File: src/rtl/usb_rx_pkg.sv
// usb_rx_pkg: shared state encoding, line-state codes and defaults for the USB RX bit decoder.
package usb_rx_pkg;
    typedef enum logic [1:0] {IDLE, RCV, SE0_1, SE0_2} rx_bit_state_t;
    localparam logic [1:0] J = 2'b10;
    localparam logic [1:0] K = 2'b01;
    localparam logic [1:0] SE0 = 2'b00;
    localparam int DEF_CLKS_PER_BIT = 8;
endpackage

File: src/rtl/usb_rx_bit_decoder_if.sv
// usb_rx_bit_decoder_if: line inputs and decoded-bit outputs of the USB RX bit decoder.
interface usb_rx_bit_decoder_if;
    logic dp_in;
    logic dm_in;
    logic rcv_en;
    logic shift_enable;
    logic serial_out;
    logic eop;
    logic stuff_err;
    logic active;
    modport master (output dp_in, dm_in, rcv_en, input shift_enable, serial_out, eop, stuff_err, active);
    modport slave (input dp_in, dm_in, rcv_en, output shift_enable, serial_out, eop, stuff_err, active);
endinterface

File: src/rtl/usb_edge_detect.sv
// usb_edge_detect: flags a D+ transition against its registered copy, ignoring SE0 entry.
module usb_edge_detect (
    input  logic clk,
    input  logic rst,
    input  logic dp,
    input  logic dm,
    output logic edge_seen
);
    logic dp_q;
    always_ff @(posedge clk or posedge rst) begin
        if (rst) dp_q <= 1'b1;
        else dp_q <= dp;
    end
    assign edge_seen = (dp != dp_q) && (dp || dm);
endmodule

File: src/rtl/usb_rx_bit_decoder.sv
// usb_rx_bit_decoder: oversampled bit recovery, NRZI decode, bit-unstuffing and EOP detection.
module usb_rx_bit_decoder
    import usb_rx_pkg::*;
#(
    parameter int CLKS_PER_BIT = DEF_CLKS_PER_BIT,
    parameter int SAMPLE_PT = 3,
    parameter int MAX_ONES = 6
) (
    input logic clk,
    input logic rst,
    usb_rx_bit_decoder_if.slave bus
);
    localparam int CW = $clog2(CLKS_PER_BIT);
    localparam int OW = $clog2(MAX_ONES + 1);
    rx_bit_state_t state;
    logic [CW-1:0] counter, cnt_eff;
    logic [OW-1:0] ones;
    logic prev_dp, edge_seen, sample, dbit;
    logic [1:0] line, last_line, sline;
    usb_edge_detect u_edge (
        .clk(clk),
        .rst(rst),
        .dp(bus.dp_in),
        .dm(bus.dm_in),
        .edge_seen(edge_seen)
    );
    assign line = {bus.dp_in, bus.dm_in};
    // dp1/dm1 is not a legal line state, so reuse whatever was last sampled
    assign sline = (line == 2'b11) ? last_line : line;
    assign cnt_eff = edge_seen ? '0 : counter;
    assign sample = (state != IDLE) && (cnt_eff == CW'(SAMPLE_PT));
    assign dbit = (sline[1] == prev_dp);
    always_ff @(posedge clk or posedge rst) begin
        if (rst) begin
            state <= IDLE;
            counter <= '0;
            ones <= '0;
            prev_dp <= 1'b1;
            last_line <= J;
            bus.shift_enable <= 1'b0;
            bus.serial_out <= 1'b0;
            bus.eop <= 1'b0;
            bus.stuff_err <= 1'b0;
            bus.active <= 1'b0;
        end else begin
            bus.shift_enable <= 1'b0;
            bus.eop <= 1'b0;
            bus.stuff_err <= 1'b0;
            if (!bus.rcv_en) begin
                state <= IDLE;
                counter <= '0;
                ones <= '0;
                prev_dp <= 1'b1;
                last_line <= J;
                bus.active <= 1'b0;
            end else if (state == IDLE) begin
                if (edge_seen) begin
                    state <= RCV;
                    counter <= CW'(1);
                    ones <= '0;
                    prev_dp <= 1'b1;
                    last_line <= J;
                    bus.active <= 1'b1;
                end
            end else begin
                counter <= (cnt_eff == CW'(CLKS_PER_BIT - 1)) ? '0 : cnt_eff + CW'(1);
                if (sample) begin
                    last_line <= sline;
                    case (state)
                        RCV: begin
                            if (sline == SE0) state <= SE0_1;
                            else begin
                                prev_dp <= sline[1];
                                if (ones == OW'(MAX_ONES)) begin
                                    ones <= '0;
                                    if (dbit) begin
                                        bus.stuff_err <= 1'b1;
                                        bus.active <= 1'b0;
                                        state <= IDLE;
                                        counter <= '0;
                                    end
                                end else begin
                                    bus.shift_enable <= 1'b1;
                                    bus.serial_out <= dbit;
                                    ones <= dbit ? ones + OW'(1) : '0;
                                end
                            end
                        end
                        SE0_1: begin
                            if (sline == SE0) state <= SE0_2;
                            else begin
                                bus.stuff_err <= 1'b1;
                                bus.active <= 1'b0;
                                state <= IDLE;
                                counter <= '0;
                                ones <= '0;
                            end
                        end
                        default: begin
                            // long SE0 simply stays here until J or K arrives
                            if (sline != SE0) begin
                                bus.eop <= (sline == J);
                                bus.stuff_err <= (sline != J);
                                bus.active <= 1'b0;
                                state <= IDLE;
                                counter <= '0;
                                ones <= '0;
                            end
                        end
                    endcase
                end
            end
        end
    end
endmodule

File: src/flat_wrapper.sv
// flat-port wrapper written by rule: the top's interface ports become plain ports
module usb_rx_bit_decoder_flat import usb_rx_pkg::*;
#(
    parameter int CLKS_PER_BIT = DEF_CLKS_PER_BIT,
    parameter int SAMPLE_PT = 3,
    parameter int MAX_ONES = 6
)
  (clk, rst, bus_dp_in, bus_dm_in, bus_rcv_en, bus_shift_enable, bus_serial_out, bus_eop, bus_stuff_err, bus_active);
  usb_rx_bit_decoder_if bus_i ();
  input logic clk;
  input logic rst;
  input wire logic [$bits(bus_i.dp_in)-1:0] bus_dp_in;
  input wire logic [$bits(bus_i.dm_in)-1:0] bus_dm_in;
  input wire logic [$bits(bus_i.rcv_en)-1:0] bus_rcv_en;
  output wire logic [$bits(bus_i.shift_enable)-1:0] bus_shift_enable;
  output wire logic [$bits(bus_i.serial_out)-1:0] bus_serial_out;
  output wire logic [$bits(bus_i.eop)-1:0] bus_eop;
  output wire logic [$bits(bus_i.stuff_err)-1:0] bus_stuff_err;
  output wire logic [$bits(bus_i.active)-1:0] bus_active;
  assign bus_i.dp_in = bus_dp_in;
  assign bus_i.dm_in = bus_dm_in;
  assign bus_i.rcv_en = bus_rcv_en;
  assign bus_shift_enable = bus_i.shift_enable;
  assign bus_serial_out = bus_i.serial_out;
  assign bus_eop = bus_i.eop;
  assign bus_stuff_err = bus_i.stuff_err;
  assign bus_active = bus_i.active;
  usb_rx_bit_decoder #(.CLKS_PER_BIT(CLKS_PER_BIT), .SAMPLE_PT(SAMPLE_PT), .MAX_ONES(MAX_ONES)) u_core (.clk(clk), .rst(rst), .bus(bus_i));
endmodule
File: config.mk
export PLATFORM = sky130hd
export DESIGN_NAME = usb_rx_bit_decoder_flat
export DESIGN_NICKNAME = d
export VERILOG_FILES = /design/src/rtl/usb_rx_pkg.sv /design/src/rtl/usb_rx_bit_decoder_if.sv /design/src/rtl/usb_edge_detect.sv /design/src/rtl/usb_rx_bit_decoder.sv /design/src/flat_wrapper.sv
export SDC_FILE = /design/constraint.sdc
export NUM_CORES = 1
export LEC_CHECK = 0
export BUFFER_PORTS_ARGS = -buffer_cell sky130_fd_sc_hd__buf_2
export CAP_MARGIN = 20
export CELL_PAD_IN_SITES_DETAIL_PLACEMENT = 1
export CELL_PAD_IN_SITES_GLOBAL_PLACEMENT = 1
export CORE_ASPECT_RATIO = 0.6
export CORE_MARGIN = 1
export CORE_UTILIZATION = 45
export DETAILED_ROUTE_END_ITERATION = 10
export PLACE_DENSITY_LB_ADDON = 0.1
export REMOVE_ABC_BUFFERS = 1
export SYNTH_ARGS = -nofsm -noshare
export SYNTH_HDL_FRONTEND = slang
export SYNTH_SLANG_ARGS = --single-unit
File: constraint.sdc
create_clock -name clk -period 2.47 [get_ports clk]
set_input_delay 0.494 -clock clk [delete_from_list [all_inputs] [get_ports clk]]
set_output_delay 0.494 -clock clk [all_outputs]
set_load 0.02 [all_outputs]
# Yosys cells after proc, flatten, opt, wreduce, memory -nomap -nowiden
# Cells that the tools add are included.
# W data, S select, Z words.
totals:
  ff_bits: 17
  in_bits: 5
  output_inout_bits: 5
  elab_cells: 123
classes:
  n_addsub: 2
  eq_ne: 21
  muxes: 72
  bitwise_logic: 3
  reduce_logical: 14
op_table:
  columns: ["operator", "n"]
  rows:
  - ["$mux W3", 20]
  - ["$mux W1", 33]
  - ["$mux W2", 14]
  - ["$pmux W3 S2", 2]
  - ["$ne A5 B2 Y1 const B", 2]
  - ["$reduce_and A5 Y1", 2]
  - ["$ne A4 B2 Y1 const B", 2]
  - ["$ne A4 B3 Y1 const B", 2]
  - ["$reduce_and A7 Y1", 1]
  - ["$add A3 B1 Y3 const B", 2]
  - ["$eq A2 B2 Y1 const B", 3]
  - ["$eq A3 B3 Y1 const B", 2]
  - ["$ne A3 B1 Y1 const B", 2]
  - ["$ne A3 B2 Y1 const B", 2]
  - ["$reduce_and A6 Y1", 1]
  - ["$ne A5 B1 Y1 const B", 1]
  - ["$logic_not A2 Y1", 2]
  - ["$pmux W1 S2", 2]
  - ["$pmux W2 S2", 1]
  - ["$reduce_and A4 Y1", 1]
  - ["$reduce_bool A2 Y1", 2]
  - ["$eq A3 B2 Y1 const B", 1]
  - ["$not A1 Y1", 3]
  - ["$eq A2 B1 Y1 const B", 1]
  - ["other kinds (7)", 8]

# Longest topological paths before layout
depth:
  word_depth: 12
  mapped_depth: 12
  depth_no_buf: 11

# Hierarchy
# Synthesis repeated with hierarchy kept, for this count alone.
unflattened:
  hier_cells: 135
  area_unflattened_um2: 1226.2
modules_own_cells:
  columns: ["module", "n_inst", "cells_each", "area_each_um2", "seq_area_each_um2"]
  rows:
  - ["usb_rx_bit_decoder", 1, 130, 1176.1, 402.9]
  - ["usb_edge_detect", 1, 5, 50.0, 26.3]

# Least setup slack after synthesis
# OpenSTA, ideal clock, no wires.
synth_path:
  path_kind: "in2reg"
  from: "input bus_dp_in"
  to: "register u_core.bus.active"
  setup_ns: 0.121
  t_arrival_ns: 2.256
  required_time_ns: 2.349
  setup_slack_ns: 0.093
  stages: 10
  n_path_buf: 1
  cell_sequence: "buf_4 -> inv_2 -> mux2_2 -> and2_1 -> ha_1 -> ha_1 -> nand2b_1 -> nand4_4 -> a32o_1 -> a22o_1"
synth_via:
  elab_chain_len: 7
  word_cells_on_any_way: 18
  classes_between: "eq/ne: 10; mux: 2; reduce/logical: 6"
synth_rtl:
  columns: ["element", "line_no", "source"]
  rows:
  - ["start, declared", "flat_wrapper.sv:12", "input wire logic [$bits(bus_i.dp_in)-1:0] bus_dp_in;"]
  - ["$ne A1 B1 Y1 / $logic_or A1 B1 Y1 (equally long branches)", "usb_edge_detect.sv:14", "assign edge_seen = (dp != dp_q) && (dp || dm);"]
  - ["$logic_and A1 B1 Y1", "usb_edge_detect.sv:14", null]
  - ["$mux W3", "usb_rx_bit_decoder.sv:30", "assign cnt_eff = edge_seen ? '0 : counter;"]
  - ["$eq A3 B2 Y1", "usb_rx_bit_decoder.sv:31", "assign sample = (state != IDLE) && (cnt_eff == CW'(SAMPLE_PT));"]
  - ["$logic_and A1 B1 Y1", "usb_rx_bit_decoder.sv:31", null]
  - ["$ne A3 B1 Y1 (no source line)", null, null]
  - ["$reduce_and A7 Y1 (no source line) (*)", null, null]
  - ["end signal, assigned", "usb_rx_bit_decoder.sv:44", "bus.active <= 1'b0;"]
  - ["end signal, assigned", "usb_rx_bit_decoder.sv:55", "bus.active <= 1'b0;"]
  - ["end signal, assigned", "usb_rx_bit_decoder.sv:63", "bus.active <= 1'b1;"]
  - ["end, declared", "usb_rx_bit_decoder_if.sv:12", "modport slave (input dp_in, dm_in, rcv_en, output shift_enable, serial_out, eop, stuff_err, active);"]
# Every way passes the cells marked *; elsewhere a longest branch is shown, timed or not.
# A chain may end at the register's enable or synchronous reset.

# Worst setup path after layout
layout_path:
  from: "register u_core.u_edge.dp_q"
  to: "register u_core.ones[2]"
layout_via:
  elab_chain_len: 7
  word_cells_on_any_way: 8
  classes_between: "eq/ne: 4; mux: 1; reduce/logical: 3"
layout_rtl:
  columns: ["element", "line_no", "source"]
  rows:
  - ["start, declared", "usb_edge_detect.sv:9", "logic dp_q;"]
  - ["start signal, assigned", "usb_edge_detect.sv:12", "else dp_q <= dp;"]
  - ["$ne A1 B1 Y1 (*)", "usb_edge_detect.sv:14", null]
  - ["$logic_and A1 B1 Y1 (*)", "usb_edge_detect.sv:14", null]
  - ["$mux W3", "usb_rx_bit_decoder.sv:30", null]
  - ["$eq A3 B2 Y1", "usb_rx_bit_decoder.sv:31", null]
  - ["$logic_and A1 B1 Y1", "usb_rx_bit_decoder.sv:31", null]
  - ["$ne A3 B1 Y1 (no source line)", null, null]
  - ["$reduce_and A5 Y1 (no source line) (*)", null, null]
  - ["end signal, assigned", "usb_rx_bit_decoder.sv:85", "ones <= dbit ? ones + OW'(1) : '0;"]
  - ["end, declared", "usb_rx_bit_decoder.sv:17", "logic [OW-1:0] ones;"]
# Marks and branches as above.

==> metrics.yaml <==
num_antenna_cells: 0
initial_utilization_pct: 49.0
vdd_drop_max_v: 0.000423
critical_path_required_ps: 2650
clk_latency_ps: 250
fin_tns_setup_ps: 0
status: "complete, no violations"
num_vias: 889
synth_edf_count: 0
leakage_nw: 0.557
worstPathArrival_ps: 2520
fin_cells: 153
cts_tree: "yes"
nets: 136
yosysWarnings: 0
grt_pass1_vias: 861
drv_slew: 0
fin_crit_sh_pct: 95.0
layout_common_cells: "14 x nand2_1, 14 x dfrtp_1, 9 x inv_1, 9 x buf_2, 6 x ha_1"
gp_congestion: 0.813
slowest_stage: "dfstp_2"
seq_area_frac_synth_pct: 39.6
path_cells: "mux2_2, and2_1, ha_1, ha_2, nand2b_1, nand4_4, o21ai_2, or4_4, o22ai_2"
clock_path_buffers: 2
finClkSkew_ps: 4.68
power_density_nw_per_um2: 717
drive_above_1_share_pct: 25.2
finalSetupViolations: 0
fp.dieH_um: 40.0
coreArea_sq_um: 2210
rsz0062_at_grt: "false"
setup.worst_path.end_class: "flip-flop"
syn_inst: 109
drc: 0
die_area_sq_um: 2620
finalHoldViolCount: 0
wl_per_cell_um: 17.7
grt_overflow: 0
ys.flop_type: "dfrtp_1"
critPathMaxStageDelay_ps: 580
min_period_ps: 2350
post_cts_buffers: 0
die_x_um: 65.4
clock-sinks: 17
dp.final_hpwl_mm: 2.14
antenna_found_initial: 0
grt_pass1_wl_mm: 4.33
port-buffer-count: 9
dr.first_iter.drc_count: 73
io_pins: 10
synthToLayoutAreaGrowth_pct: 12.3
cts.clk_slew.worst_paths_ps: 70
worst_pin_slew_ps: 666
synthArstFlopShare_pct: 100
fmax_mhz: 426
avgSynthCellArea_sq_um: 9.95
crit_type: "flip-flop to flip-flop"
worst_setup_path_start_kind: "flip-flop"
htreeDepth: 1
via_per_inst: 5.81
grt_use_total_pct: 23.9
drtAntennaViolNets: 0
fillCellCount: 260
fp-row-count: 13
syn-cell-area_sq_um: 1080
drt-pass1-iter-count: 4
numCtsBuffers: 3
routed_wl_mm: 2.71
dp_cells: 149
utilization_pct: 55.1
ys_seq_elements: 17
relSlewSlack_pct: 55.5
hp-class: "primary input to async pin"
grt_max_degree: 18
clock_tree.root_cell: "clkbuf_8"
synth_cell_types: 46
worst-path-max-fanout: 5
cap_violations: 0
cell usage after synthesis, drive strengths merged (2+ instances only):
cell type / count / area (sq um)
and3: 2 / 12.5
o21ai: 7 / 46.3
o22ai: 4 / 31.3
dfrtp: 14 / 350
nor4: 3 / 18.8
inv: 10 / 37.5
or4: 2 / 18.8
a21oi: 5 / 25.0
and2: 2 / 12.5
nand4: 2 / 27.5
dfstp: 3 / 78.8
nand2: 14 / 52.6
nand2b: 5 / 38.8
nor2: 4 / 15.0
nand3: 2 / 10.0
buf: 2 / 18.8
ha: 7 / 87.6
worst max-delay path, delay by kind of cell (launching register included):
kind	cells	cell delay, ps
AO/OA/AOI/OAI	2	260
adder cells (fa/ha/maj)	2	340
flip-flops	1	580
multiplexers	1	200
AND/OR/NAND/NOR	4	880
sequential cells by signal, indices dropped and copies added (netlist names):
name,count
u_core.counter,3
u_core.ones,3
u_core.last_line,2
u_core.state,2
u_core.bus.active,1
u_core.bus.eop,1
u_core.bus.serial_out,1
u_core.bus.shift_enable,1
u_core.bus.stuff_err,1
u_core.prev_dp,1
u_core.u_edge.dp_q,1
cells by family (layout without fill, tap and decap cells):
| family | count (synthesis) | in the layout | synth area share (%) |
|---|---|---|---|
| muxes | 2 | 2 | 1.96 |
| buffers and inverters | 12 | 26 | 5.19 |
| AOI/OAI and AO/OA | 28 | 28 | 19.1 |
| DFF | 17 | 17 | 39.6 |
| adders and majority gates | 7 | 7 | 8.07 |
| xor gates and xnor gates | 1 | 1 | 0.808 |
| and+or+nand+nor | 42 | 42 | 25.3 |
cell type report:
type	instances	area (sq um)	share of cell area (%)
inverter	10	37.5	3.08
clock buffer	4	45.0	3.70
multi-input combinational	80	602	49.4
sequential	17	429	35.2
timing repair buffer	12	67.6	5.54
tap	30	37.5	3.08
metrics by stage:
step / power (W) / hold slack, ps / setup WS [ps] / instance area, sq um
3_3_place_gp: 0.000651 / 504 / 107 / 1170
3_5_place_dp: 0.000665 / 513 / 34.0 / 1170
6_report: 0.000874 / 328 / 125 / 1220
5_1_grt: 0.000919 / 392 / 13.4 / 1220
2_1_floorplan: 0.000571 / 418 / 257 / 1070
4_1_cts: 0.000876 / 357 / 119 / 1220
per-layer routing:
metal	wire (um)	vias to the layer above	GRT usage, %
li1	-	431	-
met1	1340	440	33.4
met4	13	0	4.89
met3	120	2	5.97
met5	0	-	0
met2	1240	16	37.6
final timing paths:
kind	from	slack, ps	endpoint	depth (start not counted)
setup / recovery	u_core.u_edge.dp_q	120	u_core.ones[2]	9
max in group asynchronous	rst	1710	u_core.ones[0]	2
hold reg to reg	u_core.ones[0]	520	u_core.ones[0]	1
min in group clk	bus_dp_in	480	u_core.bus.eop	3
setup reg to reg	u_core.u_edge.dp_q	120	u_core.ones[2]	9
hold / removal	rst	330	u_core.bus.serial_out	2
where the power goes:
group | internal (W) | switching [W] | total, W
Combinational | 0.000122 | 0.000206 | 0.000327
Clock | 0.000114 | 0.0000921 | 0.000207
Sequential | 0.000315 | 0.0000249 | 0.000340
Total | 0.000551 | 0.000323 | 0.000874
what timing repair did:
action | in CTS | in global routing
hold buffers | 0 | 0
setup endpoints to repair | 0 | 1
gates resized for setup | 0 | 1
No activity file was read; power rests on OpenSTA's default activity.
